[src/rtl/punc_mem_arbiter.sv]
// Single-port PUnC memory arbiter: core has priority, a starvation counter forces debug progress,
// and a debug lock gives the debug port exclusive ownership while the core is halted.
module punc_mem_arbiter #(
  parameter int ADDR_W   = 16,
  parameter int DATA_W   = 16,
  parameter int MAX_WAIT = 4
) (
  input  logic              clk,
  input  logic              rst,
  input  logic              core_req,
  input  logic              core_we,
  input  logic [ADDR_W-1:0] core_addr,
  input  logic [DATA_W-1:0] core_wdata,
  output logic              core_gnt,
  output logic              core_rvalid,
  output logic [DATA_W-1:0] core_rdata,
  output logic              core_stall,
  input  logic              dbg_req,
  input  logic              dbg_we,
  input  logic [ADDR_W-1:0] dbg_addr,
  input  logic [DATA_W-1:0] dbg_wdata,
  input  logic              dbg_lock,
  output logic              dbg_gnt,
  output logic              dbg_rvalid,
  output logic [DATA_W-1:0] dbg_rdata,
  output logic              dbg_locked,
  output logic              mem_en,
  output logic              mem_we,
  output logic [ADDR_W-1:0] mem_addr,
  output logic [DATA_W-1:0] mem_wdata,
  input  logic [DATA_W-1:0] mem_rdata
);

  // Handshake: a requester raises req with we/addr/wdata and holds them stable until it
  // samples gnt=1 at a rising clk edge; that edge completes exactly one access. Read data
  // returns one cycle later, flagged by the requester's rvalid.

  localparam int          CNT_W      = 4;
  localparam logic [CNT_W-1:0] MAX_WAIT_C = CNT_W'(MAX_WAIT);

  typedef enum logic {
    UNLOCKED = 1'b0,
    LOCKED   = 1'b1
  } lock_state_e;

  typedef enum logic [1:0] {
    OWN_NONE = 2'd0,
    OWN_CORE = 2'd1,
    OWN_DBG  = 2'd2
  } rd_owner_e;

  lock_state_e       lock_state, lock_state_nxt;
  rd_owner_e         rd_owner, rd_owner_nxt;
  logic [CNT_W-1:0]  wait_cnt, wait_cnt_nxt;
  logic [DATA_W-1:0] core_rdata_q, dbg_rdata_q;

  // Arbitration; everything is gated off while rst is high.
  always_comb begin
    core_gnt = 1'b0;
    dbg_gnt  = 1'b0;
    if (!rst) begin
      if (lock_state == LOCKED) begin
        dbg_gnt = dbg_req;
      end else if (dbg_req && (wait_cnt == MAX_WAIT_C)) begin
        dbg_gnt = 1'b1;
      end else if (core_req) begin
        core_gnt = 1'b1;
      end else if (dbg_req) begin
        dbg_gnt = 1'b1;
      end
    end
  end

  assign core_stall = core_req && !core_gnt;
  assign dbg_locked = (lock_state == LOCKED);

  always_comb begin
    mem_en    = core_gnt | dbg_gnt;
    mem_we    = 1'b0;
    mem_addr  = '0;
    mem_wdata = '0;
    if (core_gnt) begin
      mem_we    = core_we;
      mem_addr  = core_addr;
      mem_wdata = core_wdata;
    end else if (dbg_gnt) begin
      mem_we    = dbg_we;
      mem_addr  = dbg_addr;
      mem_wdata = dbg_wdata;
    end
  end

  // Lock FSM: entered only through a granted debug access, left only when dbg_lock drops.
  always_comb begin
    lock_state_nxt = lock_state;
    case (lock_state)
      UNLOCKED: if (dbg_gnt && dbg_lock) lock_state_nxt = LOCKED;
      LOCKED:   if (!dbg_lock)           lock_state_nxt = UNLOCKED;
      default:                           lock_state_nxt = UNLOCKED;
    endcase
  end

  always_ff @(posedge clk) begin
    if (rst) lock_state <= UNLOCKED;
    else     lock_state <= lock_state_nxt;
  end

  always_comb begin
    wait_cnt_nxt = wait_cnt;
    if (!dbg_req || dbg_gnt) begin
      wait_cnt_nxt = '0;
    end else if (wait_cnt < MAX_WAIT_C) begin
      wait_cnt_nxt = wait_cnt + 1'b1;
    end
  end

  always_ff @(posedge clk) begin
    if (rst) wait_cnt <= '0;
    else     wait_cnt <= wait_cnt_nxt;
  end

  always_comb begin
    rd_owner_nxt = OWN_NONE;
    if (core_gnt && !core_we)     rd_owner_nxt = OWN_CORE;
    else if (dbg_gnt && !dbg_we)  rd_owner_nxt = OWN_DBG;
  end

  always_ff @(posedge clk) begin
    if (rst) rd_owner <= OWN_NONE;
    else     rd_owner <= rd_owner_nxt;
  end

  // A read in flight when rst rises is dropped rather than delivered.
  assign core_rvalid = !rst && (rd_owner == OWN_CORE);
  assign dbg_rvalid  = !rst && (rd_owner == OWN_DBG);

  assign core_rdata = core_rvalid ? mem_rdata : core_rdata_q;
  assign dbg_rdata  = dbg_rvalid  ? mem_rdata : dbg_rdata_q;

  always_ff @(posedge clk) begin
    if (rst) begin
      core_rdata_q <= '0;
      dbg_rdata_q  <= '0;
    end else begin
      if (core_rvalid) core_rdata_q <= mem_rdata;
      if (dbg_rvalid)  dbg_rdata_q  <= mem_rdata;
    end
  end

endmodule

[config.mk]
export PLATFORM = sky130hd
export DESIGN_NAME = punc_mem_arbiter
export DESIGN_NICKNAME = d
export VERILOG_FILES = /design/src/rtl/punc_mem_arbiter.sv
export SDC_FILE = /design/constraint.sdc
export NUM_CORES = 1
export LEC_CHECK = 0
export CAP_MARGIN = 20
export CORE_ASPECT_RATIO = 0.5
export CORE_MARGIN = 8
export CORE_UTILIZATION = 37
export CTS_BUF_LIST = sky130_fd_sc_hd__clkbuf_8
export CTS_CLUSTER_SIZE = 8
export DETAILED_ROUTE_END_ITERATION = 10
export PLACE_DENSITY_LB_ADDON = 0.12
export SLEW_MARGIN = 20
export SYNTH_ARGS = -nofsm -noshare
export SYNTH_HDL_FRONTEND = slang
export SYNTH_SLANG_ARGS = --single-unit
[constraint.sdc]
create_clock -name clk -period 1.7 [get_ports clk]
set_input_delay 0.17 -clock clk [delete_from_list [all_inputs] [get_ports clk]]
set_output_delay 0.17 -clock clk [all_outputs]
set_load 0.01 [all_outputs]
==> results.yml, run 1 <==
routing:
  dr.first_iter.drc_count: 114
  wl_um: 10300
  drtPass1Iterations: 4
  routed.top_layer: "met4"
  via_count: 2688
  route.layer.met1.wl_um: 3650
  route.detailed.drc: 0
  vias_per_cell: 4.87
  met2_wirelength_um: 5580
  routedWlPerCell_um: 18.7
  ant_nets: 0
  met3_length_um: 992
setup_path:
  cp_max_fo: 8
  critPathTopFamily: "buffers and inverters"
  endpoint_kind: "output pin"
  critPathBufInv: 4
  start_kind: "register"
  arrival_ns: 1.82
  crit_path_top_delay_cell: "dfxtp_2"
  critPathMaxStageDelay_ns: 0.34
  worstPathRequired_ns: 1.53
  path_cells: "inv_2 > ha_4 > nand4b_1 > nand2_2 > buf_6 > buf_16 > o32ai_4 > buf_2"
  crit_type: "reg -> out"
final_layout:
  layout.cells.non_filler: 552
  fillers: 383
  syn_to_final_growth_pct: 111
  finish.utilization_pct: 81.8
  fin_area_um2: 5030
  multi_input_area_um2: 1720
  final_nets: 552
  seqCellArea_um2: 786
  antenna_cells: 0
  drive_gt1_share_pct: 45.0
run_status:
  violations: "setup timing"
  status: "finished, violations left"
power_and_ir_drop:
  comb_power_share_pct: 33.2
  switching_share_pct: 26.2
  worst_ir_drop_vdd_uv: 361
  power.internal_mw: 1.92
  p_leak_nw: 2.31
  p_seq_share_pct: 36.0
  p_per_area_nw_per_um2: 517
  switchingPower_mw: 0.682
  clock_power_share_pct: 30.8
  finalPower_mw: 2.60
clock_network:
  hold_buffers: 0
  cts_buffers: 5
  clk_latency_ns: 0.29
  path_clk_slew_ns: 0.07
  cts.sinks: 39
  root_buffer: "clkbuf_8"
  cts_tree: "done"
  htreeDepth: 2
  clockBufferDepth: 2
global_route:
  grt_use_total_pct: 19.3
  grt_pass1_wl_um: 14600
  grt_max_degree: 44
  grt.overflow.total: 0
  antenna_found_initial: 0
  grt_pass1_vias: 2866
timing:
  period_share_pct: 117
  finClkSkew_ns: 0.00543
  rsz0062_at_grt: "yes"
  finalHoldViolCount: 0
  fin_ws_ns: -0.288
  final.setup.tns_ns: -11.35
  fin_hold_ws_ns: 0.348
  setup_viol: 66
  worstMarginPinSlew_ns: 0.460
  period_needed_ns: 1.99
  slew_violations: 0
  max_freq_mhz: 503
  max_slew_margin_pct: 69.3
logic_synthesis:
  synth_nets: 349
  synth_mux_area_share_pct: 17.9
  synth_cells: 260
  synthSimpleGateAreaFrac_pct: 23.0
  yosysSeqAreaShare_pct: 32.7
  synth-xor-area-share_pct: 0
  synth_adder_area_share_pct: 1.05
  synth-seq-cells: 39
  synth_top_family_by_area: "simple AND/OR/NAND/NOR gates"
  syn_area_um2: 2390
  synth_top_area_share_pct: 32.7
  synth_compound_area_share_pct: 14.2
  avgSynthCellArea_um2: 9.20
  synth_largest_area_cell: "dfxtp_1"
  yosys-top-cells-area: "dfxtp_1 (33%), o32ai_1 (12%), mux2_4 (11%)"
  netlist-cell-type-count: 23
  yosysWarnings: 0
die:
  core_um2: 6160
  start_util_pct: 38.8
  fp.dieW_um: 130
  die_area_um2: 9450
  die_h_um: 72.8
  ioPinCount: 159
  rows: 20
place:
  dpl_worst_slack_ns: -0.557
  dp_cells: 501
  dpl_cell_area_um2: 4100
  numPortBuffers: 158
  hpwlAfterDp_um: 6590
  place_congestion: 0.806
run:
  cap_violations: 0
min_path:
  worstHoldPathType: "in -> reg"
## cell type report
type,instances,share of cell area (%)
Timing Repair Buffer,217,42.8
Tap cell,88,2.19
Sequential cell,39,15.6
Inverter,39,2.91
Clock buffer,6,1.64
Clock inverter,2,0.696
Multi-Input combinational cell,161,34.1
## cells in the final DEF, fill, tap and decap left out, drive strengths merged, types with 2 or more instances in the layout
cell	instances
clkdlybuf4s50	86
nor2b	16
mux2	32
o21ai	3
nor3	2
nor3b	2
o32ai	33
clkbuf	11
buf	123
dfxtp	39
inv	39
a21oi	4
nand2	4
and2b	18
nand2b	34
nor2	7
ha	2
## registers in the layout (all words and copies together), names as in the netlist
register      count
core_rdata_q     16
dbg_locked        1
dbg_rdata_q      16
rd_owner          2
wait_cnt          4
## power groups by stage
stage                     clock network (mW)  logic [mW]  registers [mW]
after floorplan                            0       0.262           0.956
after global placement                     0       0.664           0.956
after detailed placement                   0       0.679           0.957
after CTS                              0.814       0.793           0.937
after global routing                   0.849       0.913           0.939
final                                  0.801       0.863           0.937
## worst paths after layout
kind	slack, ns	cells after the start	from	to
setup / recovery	-0.29	8	wait_cnt[0]$_SDFFE_PP0N_	mem_addr[4]
hold reg to reg	0.56	3	wait_cnt[0]$_SDFFE_PP0N_	wait_cnt[0]$_SDFFE_PP0N_
setup reg to reg	0.06	7	rd_owner[1]$_SDFF_PP0_	dbg_rdata_q[6]$_SDFF_PP0_
hold / removal	0.35	3	rst	dbg_rdata_q[3]$_SDFF_PP0_
## synthesized netlist by cell type (all sizes together)
master	number
nor2b	16
nand4b	1
nor3b	2
clkbuf	16
nor2	7
o32ai	33
nand2	4
a21boi	1
ha	2
inv	39
nor3	2
nand2b	34
mux2	32
and2b	18
a21oi	4
dfxtp	39
buf	5
o21ai	3
nand3	1
o21a	1
## cells by family (layout without fill, tap and decap cells)
logic type / Yosys count / count (layout)
fa+ha+maj: 2 / 2
compound gates: 42 / 42
simple gates: 85 / 85
flops: 39 / 39
buf+inv: 60 / 264
mux: 32 / 32
## layer usage
metal | up-vias | GRT usage (%)
met3 | 8 | 8.82
met2 | 102 | 37.0
met5 | - | 0
met4 | 0 | 3.44
met1 | 1292 | 19.1
li1 | 1286 | -
## worst register-to-register path, delay by kind of cell, from the launching register on
| family | cells | cell delay (ns) |
|---|---|---|
| buffers and inverters | 4 | 0.49 |
| flip-flops | 1 | 0.36 |
| multiplexers | 1 | 0.30 |
| AND/OR/NAND/NOR | 2 | 0.40 |
## repair_timing
action	CTS	global route
endpoints found under the setup margin	71	72
cloned	5	6
pin swaps	1	13
buffers inserted	30	10
resized for setup	422	27
Power figures use the tool's default switching activity.
==> inputs of run 2 (changes only) <==
Settings changed: ABC_AREA from default to 1, CORE_UTILIZATION 37 to 35.
==> results.yml, run 2 <==
run_status:
  status: "finished, violations left"
  violations: "setup timing"
die:
  die_h_um: 71.3
  rows: 20
  start_util_pct: 35.8
  ioPinCount: 159
  core_um2: 5980
  fp.dieW_um: 127
  die_area_um2: 9020
global_route:
  grt.overflow.total: 0
  grt_use_total_pct: 19.2
  grt_max_degree: 30
  antenna_found_initial: 1
  grt_pass1_vias: 2816
  grt_pass1_wl_um: 14100
logic_synthesis:
  synth-seq-cells: 39
  yosysSeqAreaShare_pct: 36.5
  syn_area_um2: 2140
  synth_ff_type: "dfxtp_1"
  async_flop_share_pct: 0
  synth_nets: 430
  netlist-cell-type-count: 21
  synth-edff-count: 0
  synth_cells: 341
  yosysMostFrequentCell: "inv_1"
  yosysWarnings: 0
  yosys-top-cells-area: "dfxtp_1 (36%), inv_1 (13%), nand2_1 (12%)"
  synth_commonest_cells: "inv_1 (75), nand2_1 (68), o21ai_0 (45)"
  avgSynthCellArea_um2: 6.27
  synth_top_area_share_pct: 36.5
  synth_largest_area_cell: "dfxtp_1"
timing:
  fin_hold_ws_ns: 0.368
  worstMarginPinSlew_ns: 0.283
  fin_ws_ns: -0.0295
  max_freq_mhz: 578
  finClkSkew_ns: 0.00497
  slew_violations: 0
  period_needed_ns: 1.73
  period_share_pct: 102
  setup_viol: 29
  rsz0062_at_grt: "yes"
  max_slew_margin_pct: 81.1
  finalHoldViolCount: 0
setup_path:
  crit_type: "reg -> out"
  start_kind: "register"
  r2r_end: "dbg_locked$_SDFF_PP0_"
  crit_path_top_delay_cell: "dfxtp_2"
  critPathMaxStageDelay_ns: 0.33
  rr_worst_depth: 8
  path_cells: "inv_2 > ha_4 > nand3_4 > nand2_4 > buf_6 > buf_12 > nand3_1 > o21ai_2 > buf_2"
  r2r_slack_ns: 0.43
  reg2reg_from: "wait_cnt[0]$_SDFFE_PP0N_"
  cp_max_fo: 8
  endpoint_kind: "output pin"
  worstPathRequired_ns: 1.53
  arrival_ns: 1.56
clock_network:
  cts_buffers: 5
  clockBufferDepth: 2
  cts_tree: "done"
  clk_latency_ns: 0.28
  hold_buffers: 0
  cts.sinks: 39
  path_clk_slew_ns: 0.07
  htreeDepth: 2
  root_buffer: "clkbuf_8"
run:
  cap_violations: 0
min_path:
  worstHoldPathType: "in -> reg"
  holdPathEnd: "core_rdata_q[0]$_SDFF_PP0_"
  worstHoldStart: "rst"
  whs_path_depth: 3
final_layout:
  largestRegisters: "core_rdata_q (16), dbg_rdata_q (16), wait_cnt (4)"
  antenna_cells: 0
  drive_gt1_share_pct: 34.0
  layout_common_cells: "clkdlybuf4s50_1 (86), inv_1 (71), nand2_1 (65)"
  syn_to_final_growth_pct: 110
  finish.utilization_pct: 75.1
  layout.cells.non_filler: 630
  final_common_cell: "clkdlybuf4s50_1"
  final_nets: 641
routing:
  drtPass1Iterations: 4
  dr.first_iter.drc_count: 107
  via_count: 2805
  wl_um: 8970
  vias_per_cell: 4.45
  route.detailed.drc: 0
  routedWlPerCell_um: 14.2
  ant_nets: 0
place:
  dp_cells: 608
  hpwlAfterDp_um: 6760
  place_congestion: 0.799
  dpl_worst_slack_ns: -0.490
  numPortBuffers: 158
power_and_ir_drop:
  p_per_area_nw_per_um2: 571
  worst_ir_drop_vdd_uv: 343
  finalPower_mw: 2.56
  p_leak_nw: 2.39
## run 2: per-stage QoR
step	instance area, µm²	setup TNS, ns
after CTS	4370	-1.48
after floorplan	2140	0
after global placement	4140	-24.57
after detailed placement	4140	-25.66
after global routing	4490	-3.55
final	4490	-0.309
## run 2: final cells by class
| type | count | area (µm²) |
|---|---|---|
| multi-input combinational | 208 | 1210 |
| tap | 77 | 96.3 |
| timing repair buffer | 222 | 1970 |
| fill | 506 | 1490 |
| sequential | 39 | 790 |
| clock inverter | 3 | 63.8 |
| clock buffer | 5 | 68.8 |
| inverter | 76 | 290 |
## run 2: timing repair
action / 4_1_cts / 5_1_grt
pin swaps: 5 / 6
setup endpoints to repair: 71 / 69
gates resized for setup: 282 / 84
gates cloned: 4 / 1
setup buffers: 6 / 5
## run 2: power by group
group          total, mW  internal [mW]  leakage (nW)  switching (mW)
combinational      0.743          0.422          2.00           0.321
clock              0.878          0.580        0.0695           0.298
sequential         0.943          0.934         0.318         0.00851
total               2.56           1.94          2.39           0.627
## run 2: logic make-up (layout without fill, tap and decap cells)
logic type      after synthesis  in the layout  share of synthesized area (%)
fa+ha+maj                     2              2                           1.17
compound gates               68             68                           15.9
buf+inv                      94            306                           18.0
xor+xnor                      1              1                          0.409
simple gates                137            137                           28.0
flops                        39             39                           36.5
## run 2: worst max-delay path by stage
| stage | from | end | slack (ns) | cells after the start |
|---|---|---|---|---|
| after global routing | wait_cnt[0]$_SDFFE_PP0N_ | core_stall | -0.13 | 8 |
| final | wait_cnt[0]$_SDFFE_PP0N_ | mem_wdata[11] | -0.03 | 9 |
| after CTS | wait_cnt[0]$_SDFFE_PP0N_ | mem_wdata[10] | -0.10 | 8 |
| after global placement | rst | core_rdata[0] | -0.49 | 8 |
| after floorplan | wait_cnt[0]$_SDFFE_PP0N_ | mem_wdata[10] | 0.28 | 7 |
| after detailed placement | rst | core_rdata[0] | -0.49 | 8 |
## run 2: critical path: cells and delay by family (launching register included)
kind	cells	cell delay [ns]
AO/OA/AOI/OAI	1	0.06
adder cells (fa/ha/maj)	1	0.15
buffers and inverters	4	0.47
flip-flops	1	0.33
AND/OR/NAND/NOR	3	0.25
## run 2: per-layer routing
metal  vias to the layer above  global-route usage (%)  part of all wire (%)
li1                       1473                       -                     -
met1                      1235                    18.3                    37
met4                         2                    4.23                  0.91
met3                         8                    10.3                    12
met2                        87                    35.9                    50
met5                         -                       0                  0.11
==> inputs of run 3 (changes only) <==
Settings changed: CAP_MARGIN 20 to 5.
==> results of run 3 <==
The final DEF is identical to that of run 2; final timing and power are the same.
==> edit, RTL diff (config.mk and constraints of run 3) <==
`DATA_W`: 16 -> 18.
--- a/src/rtl/punc_mem_arbiter.sv
+++ b/src/rtl/punc_mem_arbiter.sv
@@ -2,7 +2,7 @@
 // and a debug lock gives the debug port exclusive ownership while the core is halted.
 module punc_mem_arbiter #(
   parameter int ADDR_W   = 16,
-  parameter int DATA_W   = 16,
+  parameter int DATA_W   = 18,
   parameter int MAX_WAIT = 4
 ) (
   input  logic              clk,
Interface: changed (6 resized); port bits go from 159 to 171. No check against the original RTL was run, so the function may have changed too.
==> edit against run 3 <==
The flow still finishes with violations (negative setup slack). Cell area rose by 15%. Routed wire length up 30%. Critical path type unchanged. Worst setup slack got worse by 150 ps. Sequential cell count up 4. Largest power group unchanged. Synthesized area increased by 9.1%. Cell count rose by 8.4%. Register-to-register slack got worse by 90 ps. Total power is 8.2% higher. Critical path depth is 1 lower. Count of clock-buffer cells in the layout is 1 higher. Die area rose by 7.5%.
==> edit: results (changes against run 3) <==
Global routing
  • Global Route met3 Usage: 0.0928 (-0.0101)
  • Met1 track demand over resource: 0.197 (+0.0142)
  • Antenna violations before repair: 0 (-1)
  • Met2 Use GR: 0.389 (+0.0300)

Setup path
  • CP Data Arrival Time: 1710 ps (+150 ps)
  • Crit-path max cell delay: 350 ps (+20 ps)

Synth
  • Most frequent cells after synthesis: 81 x inv_1, 76 x nand2_1, 43 x dfxtp_1
  • Compound-gate portion of the synthesized area: 0.159 (-0.000436)
  • Syn_nets: 464 (+7.9%)
  • Synth cell types: 22 (+4.8%)
  • Xor/xnor share of the synthesized area: 0.00375 (-0.000342)

Cells and area
  • # fillers: 470 (-7.1%)
  • Largest regs: core_rdata_q: 18 flops, dbg_rdata_q: 18 flops, wait_cnt: 4 flops
  • Nets: 685 (+6.9%)
  • Share of post-route cells with drive strength above 1: 0.381 (+0.0407)

Status
  • Status: finished, violations left
  • Failing checks: negative setup slack

Pwr
  • Switch Pwr: 0.000764 W (+22%)

Timing
  • Layout Skew: 7.06 ps (+2.10 ps)
  • Setup violations, final: 44 (+52%)
  • Fin worst setup slack: -179 ps (-150 ps)
  • Max transition margin: 0.835 (+0.0235)

Placement
  • # port buffers: 170 (+7.6%)
  • RD Place Congestion: 0.849 (+6.3%)

Route
  • Initial DRC count: 95 (-11%)
## edit: final cells by class
cell class | instances | area share
inverter | 82 | 0.0609
clock buffer | 6 | 0.0159
timing repair buffer | 231 | 0.425
tap | 92 | 0.0222
clock inverter | 2 | 0.00677
multi-input combinational | 227 | 0.302
sequential | 43 | 0.167
## edit: cells by family (layout without fill, tap and decap cells)
| group | Yosys count | in the layout |
|---|---|---|
| compound gates | 74 | 74 |
| xor+xnor | 1 | 1 |
| fa+ha+maj | 2 | 2 |
| buf+inv | 100 | 321 |
| flops | 43 | 43 |
| simple gates | 149 | 150 |
## edit: per-layer routing
layer  up-vias  share of wire
met5         -              0
met4         0          0.033
met1      1460           0.38
met3        26          0.084
li1       1587              -
met2       114           0.51
## edit: worst paths after layout
check / endpoint / cells after the start / from / slack [ps]
setup / recovery: mem_addr[1] / 8 / wait_cnt[0] / -180
hold / removal: dbg_locked / 4 / rst / 330
setup reg to reg: rd_owner[0] / 7 / wait_cnt[0] / 340
hold reg to reg: dbg_rdata_q[15] / 2 / dbg_rdata_q[15] / 470
## edit: worst max-delay path, delay by kind of cell (launching register included)
| family | cells | cell delay, ps |
|---|---|---|
| buf+inv | 4 | 510 |
| simple gates | 2 | 290 |
| flops | 1 | 350 |
| fa+ha+maj | 1 | 160 |
| compound gates | 1 | 120 |
## edit: power groups by stage
stage | logic (W) | registers [W] | clock network [W]
final | 0.000928 | 0.00104 | 0.000806
after global routing | 0.000987 | 0.00104 | 0.000858
after CTS | 0.000812 | 0.00104 | 0.000825
after detailed placement | 0.000736 | 0.00106 | 0
after global placement | 0.000731 | 0.00106 | 0
after floorplan | 0.000237 | 0.00106 | 0
## edit: timing repair
item                                    in CTS  in global routing
buffers inserted                            17                  9
gates resized for setup                    294                126
pin swaps                                    6                 10
endpoints found under the setup margin      77                 75
cloned                                       5                  6
## edit: per-stage QoR
stage / setup TNS [ps] / setup slack [ps] / std cells
floorplan: 0 / 284 / 369
global placement: -13220 / -363 / 642
detailed placement: -13840 / -438 / 642
CTS: -3650 / -184 / 671
global route: -6530 / -235 / 683
finish: -3340 / -179 / 683
